**src/rtl/mux_rr_stream_pkg.sv**
```systemverilog
// Shared constants and the cyclic round-robin pick used by mux_rr_stream.
// MUX_RR_STREAM_LAST_LOCK_EN (optional) uses lock_state_t for packet locking.
package mux_rr_stream_pkg;

    localparam int   MAX_N      = 16;
    localparam logic MODE_RR    = 1'b0;
    localparam logic MODE_FIXED = 1'b1;

    typedef enum logic {ST_OPEN, ST_LOCKED} lock_state_t;

    // First valid channel found by searching upward from ptr, wrapping at n.
    function automatic logic [MAX_N-1:0] rr_pick(input logic [MAX_N-1:0] valid,
                                                input int ptr, input int n);
        logic [MAX_N-1:0] g;
        int idx;
        g = '0;
        for (int k = 0; k < MAX_N; k++) begin
            idx = (ptr + k) % n;
            if (k < n && g == '0 && valid[idx]) g[idx] = 1'b1;
        end
        return g;
    endfunction

endpackage

```
**src/rtl/mux_rr_stream_arbiter.sv**
```systemverilog
// Round-robin arbiter: owns the rotating pointer, reports one-hot and encoded grant.
module rr_arbiter
    import mux_rr_stream_pkg::*;
#(
    parameter  int N    = 4,
    localparam int CH_W = $clog2(N)
) (
    input  logic            clk,
    input  logic            rst,
    input  logic [N-1:0]    valid,
    input  logic            advance,
    input  logic [CH_W-1:0] done_idx,
    output logic [N-1:0]    grant,
    output logic [CH_W-1:0] grant_idx,
    output logic [CH_W-1:0] ptr
);

    logic [MAX_N-1:0] pick;
    logic             unused_pick;

    always_comb begin
        pick      = rr_pick(MAX_N'(valid), int'(ptr), N);
        grant     = pick[N-1:0];
        grant_idx = '0;
        for (int i = 0; i < N; i++) begin
            if (grant[i]) grant_idx = CH_W'(i);
        end
    end

    // Upper pick bits are always zero when N < MAX_N.
    assign unused_pick = ^pick;

    always_ff @(posedge clk or posedge rst) begin
        if (rst) begin
            ptr <= '0;
        end else if (advance) begin
            ptr <= (done_idx == CH_W'(N - 1)) ? '0 : done_idx + 1'b1;
        end
    end

endmodule

```
**src/rtl/mux_rr_stream.sv**
```systemverilog
// N-way valid/ready stream merge with registered output, round-robin or fixed select.
// Optional MUX_RR_STREAM_LAST_LOCK_EN adds in_last/out_last and locks grant for a packet.
module mux_rr_stream
    import mux_rr_stream_pkg::*;
#(
    parameter  int N    = 4,
    parameter  int W    = 8,
    localparam int CH_W = $clog2(N)
) (
    input  logic                clk,
    input  logic                rst,
    input  logic [N-1:0][W-1:0] in_data,
    input  logic [N-1:0]        in_valid,
    output logic [N-1:0]        in_ready,
    input  logic                sel_mode,
    input  logic [CH_W-1:0]     fixed_sel,
    output logic [W-1:0]        out_data,
    output logic                out_valid,
    input  logic                out_ready,
    output logic [CH_W-1:0]     out_ch
`ifdef MUX_RR_STREAM_LAST_LOCK_EN
    ,
    input  logic [N-1:0]        in_last,
    output logic                out_last
`endif
);

    typedef logic [CH_W-1:0] ch_idx_t;

    logic     can_load;
    logic     xfer;
    logic     advance;
    logic     sel_hit;
    logic     fixed_ok;
    ch_idx_t  sel_idx;
    ch_idx_t  rr_idx;
    ch_idx_t  ptr;
    logic [N-1:0] rr_grant;

    assign can_load = !out_valid || out_ready;
    assign xfer     = |in_ready;

    // fixed_sel can only exceed N-1 when N is not a power of two.
    if ((1 << CH_W) > N) begin : g_range
        assign fixed_ok = fixed_sel < CH_W'(N);
    end else begin : g_full
        assign fixed_ok = 1'b1;
    end

`ifdef MUX_RR_STREAM_LAST_LOCK_EN
    lock_state_t lock_state;
    ch_idx_t     lock_ch;
    logic        lock_rr;
    logic        locked;

    assign locked  = (lock_state == ST_LOCKED);
    assign advance = xfer && in_last[sel_idx] && (locked ? lock_rr : (sel_mode == MODE_RR));

    always_ff @(posedge clk or posedge rst) begin
        if (rst) begin
            lock_state <= ST_OPEN;
            lock_ch    <= '0;
            lock_rr    <= 1'b0;
        end else begin
            case (lock_state)
                ST_OPEN: if (xfer && !in_last[sel_idx]) begin
                    lock_state <= ST_LOCKED;
                    lock_ch    <= sel_idx;
                    lock_rr    <= (sel_mode == MODE_RR);
                end
                ST_LOCKED: if (xfer && in_last[sel_idx]) lock_state <= ST_OPEN;
                default: lock_state <= ST_OPEN;
            endcase
        end
    end
`else
    assign advance = xfer && (sel_mode == MODE_RR);
`endif

    rr_arbiter #(.N(N)) u_arb (
        .clk       (clk),
        .rst       (rst),
        .valid     (in_valid),
        .advance   (advance),
        .done_idx  (sel_idx),
        .grant     (rr_grant),
        .grant_idx (rr_idx),
        .ptr       (ptr)
    );

    always_comb begin
        sel_idx = rr_idx;
        sel_hit = |rr_grant;
`ifdef MUX_RR_STREAM_LAST_LOCK_EN
        if (locked) begin
            sel_idx = lock_ch;
            sel_hit = in_valid[lock_ch];
        end else
`endif
        if (sel_mode == MODE_FIXED) begin
            sel_idx = fixed_sel;
            sel_hit = fixed_ok && in_valid[fixed_sel];
        end
        for (int i = 0; i < N; i++) begin
            in_ready[i] = !rst && can_load && sel_hit && (sel_idx == CH_W'(i));
        end
    end

    always_ff @(posedge clk or posedge rst) begin
        if (rst) begin
            out_valid <= 1'b0;
            out_data  <= '0;
            out_ch    <= '0;
`ifdef MUX_RR_STREAM_LAST_LOCK_EN
            out_last  <= 1'b0;
`endif
        end else if (xfer) begin
            out_valid <= 1'b1;
            out_data  <= in_data[sel_idx];
            out_ch    <= sel_idx;
`ifdef MUX_RR_STREAM_LAST_LOCK_EN
            out_last  <= in_last[sel_idx];
`endif
        end else if (out_ready) begin
            out_valid <= 1'b0;
        end
    end

endmodule

```
**config.mk**
```make
export PLATFORM = sky130hd
export DESIGN_NAME = mux_rr_stream
export DESIGN_NICKNAME = d
export VERILOG_FILES = /design/src/rtl/mux_rr_stream_pkg.sv /design/src/rtl/mux_rr_stream_arbiter.sv /design/src/rtl/mux_rr_stream.sv
export SDC_FILE = /design/constraint.sdc
export NUM_CORES = 1
export LEC_CHECK = 0
export ABC_CLOCK_PERIOD_IN_PS = 4900
export CORE_UTILIZATION = 35
export DETAILED_ROUTE_END_ITERATION = 8
export PLACE_DENSITY = 0.78
export SLEW_MARGIN = 20
export SYNTH_ARGS = -nofsm -noshare
export SYNTH_HDL_FRONTEND = slang
export SYNTH_SLANG_ARGS = --single-unit
```
**constraint.sdc**
```tcl
create_clock -name clk -period 4.9 [get_ports clk]
set_input_delay 0.49 -clock clk [delete_from_list [all_inputs] [get_ports clk]]
set_output_delay 0.49 -clock clk [all_outputs]
set_load 0.01 [all_outputs]
```
* After elaboration in Yosys (flattened, before gate mapping)
Index checks and enable logic that the tools add are counted.
** Storage, ports and cells
- Bits in read-only memories :: 0
- Memories :: 0
- RAM bits :: 0
- Flip-flop bits (word level) :: 13
- Input bits :: 42
- Latch bits :: 0
- Output and inout bits :: 15
** Operators by class
- $add $sub $neg :: 4
- Shifts and indexed selects :: 0
- Multiplexer cells :: 35
- Reduce and logical (&&, ||, !) cells :: 27
- $mul :: 0
- Divide/modulo/power cells :: 0
- Bitwise operators :: 7
- Eq/ne operators :: 3
- Magnitude comparators :: 10
** Operators with widths (count)
- zero test 16 bit :: 3
- 2-to-1 mux 16 bit :: 2
- OR 16 bit :: 2
- < comparator 3 x 6 -> 1 bit, second input constant :: 3
- binary-select mux 8 bit (select 2 bit) :: 1
- 2-to-1 mux 1 bit :: 16
- logical AND 1 bit :: 14
- binary-select mux 1 bit (select 3 bit) :: 3
- demux 1 bit (select 3 bit) :: 3
- greater-or-equal comparator 3 x 1 -> 1 bit, second input constant :: 3
- 2-to-1 mux 2 bit :: 4
- 2-to-1 mux 4 bit :: 2
- 2-to-1 mux 8 bit :: 1
- OR reduction 4 bit :: 2
- < comparator 2 x 3 -> 1 bit, second input constant :: 2
- OR reduction 2 bit :: 3
- < comparator 2 x 5 -> 1 bit, second input constant :: 1
- adder 2 x 1 -> 2 bit, second input constant :: 2
- adder 2 bit, second input constant :: 2
- binary-select mux 1 bit (select 2 bit) :: 2
- == test 2 bit, second input constant :: 2
- OR 4 bit :: 1
- bitwise AND 1 bit, first input constant :: 3
- demux 1 bit (select 2 bit) :: 1
- 7 further kinds :: 8

* Logic depth before layout (Yosys ltp)
- Depth in word-level cells :: 23
- Gate-level depth with buffers :: 18
- Depth with buffers taken out :: 14

* By module
Synthesis repeated with hierarchy kept, for this count alone.
** Second synthesis, totals
- Cell total of the unflattened synthesis :: 115
- Area total of the unflattened synthesis :: 1338.8 sq um
** Modules (own cells, without submodules)
- mux_rr_stream :: times used 1, cells an instance 50, sequential area each 275.3 sq um, area an instance 757.0 sq um
- rr_arbiter :: times used 1, cells an instance 65, sequential area each 50.0 sq um, area an instance 581.8 sq um

* Worst setup path after synthesis
OpenSTA, ideal clock, no wires.
- Path kind :: register to register
- Start :: register u_arb.ptr[1]
- End :: register out_valid
- Arrival time :: 4.719 ns
- Clock period less this slack :: 4.861 ns
- Data required time :: 4.758 ns
- Stages on the path, launching flop included :: 16
- Buffers on the path :: 2
- Path slack :: 0.039 ns
- Cells stage by stage :: dfrtp_1 -> clkbuf_1 -> inv_1 -> ha_1 -> mux4_2 -> a21boi_1 -> a22o_1 -> or3b_2 -> or4b_4 -> a32oi_4 -> inv_6 -> ha_1 -> or4_1 -> o211ai_1 -> clkbuf_1 -> o21ai_0
** Between the ends
- Longest elaborated chain between the ends :: 23
- Elaborated cells between the ends (all ways) :: 71
- Those cells by class :: 3 x add/sub; 8 x order compare; 3 x eq/ne; 29 x mux; 6 x bitwise; 22 x reduce/logical
** Ends and longest elaborated chain
- start, declared :: line mux_rr_stream_arbiter.sv:15 : output logic [CH_W-1:0] ptr
- start signal, assigned :: line mux_rr_stream_arbiter.sv:37 : ptr <= (done_idx == CH_W'(N - 1)) ? '0 : done_idx + 1'b1;
- adder 2 x 1 -> 2 bit :: line mux_rr_stream_pkg.sv:18 : idx = (ptr + k) % n;
- OR reduction 2 bit (no line)
- bitwise AND 1 bit (no line)
- < comparator 3 x 6 -> 1 bit (not written as such) / greater-or-equal comparator 3 x 1 -> 1 bit (equally long branches) :: line mux_rr_stream_pkg.sv:19 : if (k < n && g == '0 && valid[idx]) g[idx] = 1'b1;
- logical AND 1 bit (not written as such) :: line mux_rr_stream_pkg.sv:19
- 2-to-1 mux 1 bit (not written as such) :: line mux_rr_stream_pkg.sv:19
- demux 1 bit (select 3 bit)
- OR 16 bit (no line)
- [8 not listed]
- 2-to-1 mux 2 bit :: line mux_rr_stream_arbiter.sv:26 : if (grant[i]) grant_idx = CH_W'(i);
- 2-to-1 mux 2 bit (*) :: line mux_rr_stream_arbiter.sv:26
- 2-to-1 mux 2 bit (*) :: line mux_rr_stream.sv:100 : if (sel_mode == MODE_FIXED) begin
- named net sel_idx[0] :: line mux_rr_stream.sv:35 : ch_idx_t sel_idx;
- == test 2 x 1 -> 1 bit (tied with other cells) :: line mux_rr_stream.sv:105 : in_ready[i] = !rst && can_load && sel_hit && (sel_idx == CH_W'(i));
- logical AND 1 bit :: line mux_rr_stream.sv:105
- OR reduction 4 bit (*) :: line mux_rr_stream.sv:41 : assign xfer = |in_ready;
- 2-to-1 mux 1 bit / nonzero test 2 bit (equally long branches)
- end signal, assigned :: line mux_rr_stream.sv:111 : out_valid <= 1'b0;
- end signal, assigned :: line mux_rr_stream.sv:118 : out_valid <= 1'b1;
- end signal, assigned :: line mux_rr_stream.sv:125 : out_valid <= 1'b0;
- end, declared :: line mux_rr_stream.sv:18 : output logic out_valid,
Mark *: on every way through the listed nets, which the timed path passes. The rest lies on a longest branch. The select of a mux whose other input is x is not followed.
A chain may end at the register's enable or synchronous reset.

* Worst setup path after layout
- Start :: register u_arb.ptr[1]
- End :: output in_ready[2]
** Between the ends
- Longest elaborated chain between the ends :: 21
- Elaborated cells between the ends (all ways) :: 62
- Those cells by class :: 3 x add/sub; 8 x order compare; 1 x eq/ne; 28 x mux; 6 x bitwise; 16 x reduce/logical
** Ends and longest elaborated chain
- adder 2 x 1 -> 2 bit :: line mux_rr_stream_pkg.sv:18
- OR reduction 2 bit (no line)
- bitwise AND 1 bit (no line)
- < comparator 3 x 6 -> 1 bit (not written as such) / greater-or-equal comparator 3 x 1 -> 1 bit (equally long branches) :: line mux_rr_stream_pkg.sv:19
- logical AND 1 bit (not written as such) :: line mux_rr_stream_pkg.sv:19
- 2-to-1 mux 1 bit (not written as such) :: line mux_rr_stream_pkg.sv:19
- demux 1 bit (select 3 bit)
- OR 16 bit (no line)
- [6 not listed]
- 2-to-1 mux 4 bit (*) :: line mux_rr_stream_pkg.sv:19
- 2-to-1 mux 1 bit :: line mux_rr_stream_arbiter.sv:26
- 2-to-1 mux 2 bit :: line mux_rr_stream_arbiter.sv:26
- 2-to-1 mux 2 bit (*) :: line mux_rr_stream_arbiter.sv:26
- 2-to-1 mux 2 bit (*) :: line mux_rr_stream.sv:100
- named net sel_idx[0] :: line mux_rr_stream.sv:35
- == test 2 bit (*) :: line mux_rr_stream.sv:105
- logical AND 1 bit (*) :: line mux_rr_stream.sv:105
- end, declared :: line mux_rr_stream.sv:14 : output logic [N-1:0] in_ready,
Marks and branches as above.

==> reports/results.ini <==
[detailed_routing]
wl_per_cell_um = 15.1
via_count = 1524
viasPerCell = 5.60
drc_errors = 0
initialDrtViolationCount = 118
routed_wl_mm = 4.10
ant_nets = 0
firstDrtPassIters = 4

[timing]
fin_skew_ns = 0.00145
rsz0062_at_grt = no
fin_crit_ns = 4.74
hold_viol_final = 0
finalSetupTns_ns = 0
slew_headroom_pct = 62.5
worst_pin_slew_ns = 0.562
fmax_mhz = 211
timing.final.ws_setup_ns = 0.165
setup_violations = 0
fin_crit_sh_pct = 96.6
maxSlewViolCount = 0

[logic_synthesis]
syn-mean-instance-area_um2 = 9.63
synth_area_um2 = 1570
synth_top_cell_by_area = dfrtp_1
yosys-top-cells-area = dfrtp_1, ha_1, a21boi_0
synth.mux.area_fraction_pct = 11.7
synth-xor-area-share_pct = 0
seq_area_frac_synth_pct = 20.7
ys_seq_elements = 13
yosys.area_share.simple_pct = 13.9
synth_nets = 217
synth_top_family_by_area = compound AO/OA/AOI/OAI gates
synth_edf_count = 0
ys_types = 49
yosysWarningCount = 0
synthArstFlopShare_pct = 100
synth-compound-area-share_pct = 38.6
synth_top_area_share_pct = 20.7
synthAdderAreaFrac_pct = 9.56
synthFlopType = dfrtp_1
syn_inst = 163

[global_route]
antenna_found_initial = 0
grt_max_degree = 22
grt_overflow = 0
grt_pass1_wl_mm = 6.51
grt_pass1_vias = 1456
grt_usage_pct = 18.2

[cts]
path_clk_slew_ns = 0.05
clock-root-buffer = clkbuf_8
clkLatencyLatePin_ns = 0.24
cts_tree = built
clockBufferDepth = 2
cts.sinks = 13
htree_num_levels = 1
hold_buffers = 0
cts_buffers = 3

[die]
die_w_um = 69.0
num_rows = 23
core_area_um2 = 4140
start_util_pct = 37.9
fp.dieArea_um2 = 4760
io_pins = 57
dieHeight_um = 69.0

[place]
gp_congestion = 0.889
pre_cts_slack_ns = 0.125
dpl.hpwl_mm = 3.29
port_buffers = 56

[critical_path]
crit_type = reg -> out
worstSetupEndpointType = output port
path_max_fanout = 11
cp_data_arrival_time_ns = 4.25
cp_slowest_cell = or4b_4
slowest_delay_ns = 0.55
reg2reg_slack_ns = 0.31
crit_required_ns = 4.41
crit_chain = inv_1 -> ha_4 -> mux4_2 -> a21boi_1 -> a22o_1 -> or3b_2 -> or4b_4 -> a32oi_4 -> inv_6 -> ha_1 -> and2_1 -> clkdlybuf4s50_1
worst_setup_path_start_kind = register

[power]
p_leak_nw = 0.895
peakVddDrop_v = 0.000281
pwr_density_cell_nw_per_um2 = 639

[status]
status = finished clean

[run]
cap_viol_max_count = 0

[layout]
drive_above_1_share_pct = 16.2
syn_to_final_growth_pct = 44.0
num_antenna_cells = 0
fin_util_pct = 54.6
finalNetCount = 277

[hold_path]
hp-class = reg -> reg

## final timing paths
path                         startpoint           to  cells after the start
setup / recovery           u_arb.ptr[1]  in_ready[2]                     12
hold / removal              out_data[0]  out_data[0]                      2
setup reg to reg           u_arb.ptr[1]  out_data[4]                     15
hold reg to reg             out_data[0]  out_data[0]                      2
max in group asynchronous           rst  out_data[6]                      2
min in group asynchronous           rst  out_data[1]                      2
## placed cells by master, fill, tap and decap left out, types with 2 or more instances in the layout
| master | n |
|---|---|
| mux2i_1 | 3 |
| a22oi_1 | 2 |
| mux2_2 | 3 |
| and3_1 | 2 |
| ha_1 | 11 |
| and2b_1 | 2 |
| a211oi_2 | 8 |
| or4_1 | 2 |
| dfrtp_1 | 13 |
| mux4_2 | 3 |
| o21ai_0 | 5 |
| inv_1 | 9 |
| a21boi_0 | 18 |
| nand2_1 | 15 |
| mux4_1 | 2 |
| buf_4 | 7 |
| o31ai_1 | 8 |
| clkdlybuf4s50_1 | 56 |
| clkbuf_8 | 3 |
| and2_1 | 6 |
| o211ai_1 | 2 |
| a211oi_1 | 8 |
| a31o_2 | 2 |
| nand2b_1 | 2 |
| o31a_1 | 2 |
| or4b_4 | 2 |
| nor2_1 | 3 |
## cell type report
cell class	count	area [um^2]
clock buffer	4	45.0
fill	378	1880
inverter	10	42.5
multi-input combinational	132	1170
sequential	13	325
tap	50	62.6
timing repair buffer	63	613
## per-layer routing
metal	up-vias	global-route usage, %	part of all wire, %
met1	692	24.5	44
met5	-	0	0
met3	6	3.78	7.8
li1	753	-	-
met2	73	30.2	47
met4	0	2.81	0.88
## critical path: cells and delay by family, from the launching register on
kind / cells / cell delay (ns)
DFF: 1 / 0.38
muxes: 1 / 0.52
AOI/OAI and AO/OA: 3 / 0.72
adders and majority gates: 2 / 0.55
buffers and inverters: 3 / 0.71
and+or+nand+nor: 3 / 1.13
## registers in the layout, summed over array words and instances, names as in the netlist
register	count
out_valid	1
u_arb.ptr	2
out_ch	2
out_data	8
## stage by stage
step | cell area, um^2 | total power, W | cells | hold slack (ns)
floorplan | 1570 | 0.000982 | 163 | 0.375
global placement | 2200 | 0.00132 | 268 | 0.462
detailed placement | 2200 | 0.00133 | 268 | 0.471
CTS | 2250 | 0.00143 | 272 | 0.483
global route | 2260 | 0.00156 | 272 | 0.502
finish | 2260 | 0.00145 | 272 | 0.476
## logic make-up (layout without fill, tap and decap cells)
| family | count (synthesis) | count (layout) |
|---|---|---|
| simple gates | 39 | 39 |
| buf+inv | 18 | 77 |
| fa+ha+maj | 12 | 12 |
| flops | 13 | 13 |
| compound gates | 70 | 70 |
| mux | 11 | 11 |
## cell usage after synthesis (all sizes together) (2+ instances only)
cell    number
o21a         2
and2b        2
or4          2
or4b         2
and2         6
a22oi        2
ha          12
a211oi      16
mux2i        3
clkbuf       5
mux2         3
inv         10
and3         2
o21ai        5
dfrtp       13
a21boi      19
nand2       15
o211ai       2
nand2b       2
a31o         2
buf          3
o31ai        8
nor2         3
mux4         5
o31a         2
## power breakdown
group	switching [W]	internal, W	total (W)	leakage, nW
clock	0.0000364	0.0000573	0.0000937	0.0228
combinational	0.000609	0.000549	0.00116	0.712
sequential	0.0000312	0.000163	0.000194	0.161
total	0.000676	0.000769	0.00145	0.895
## timing repair
item / 4_1_cts / 5_1_grt
resized for setup: 0 / 2
setup endpoints to repair: 0 / 2
setup buffers: 0 / 0
Power figures use the tool's default switching activity.
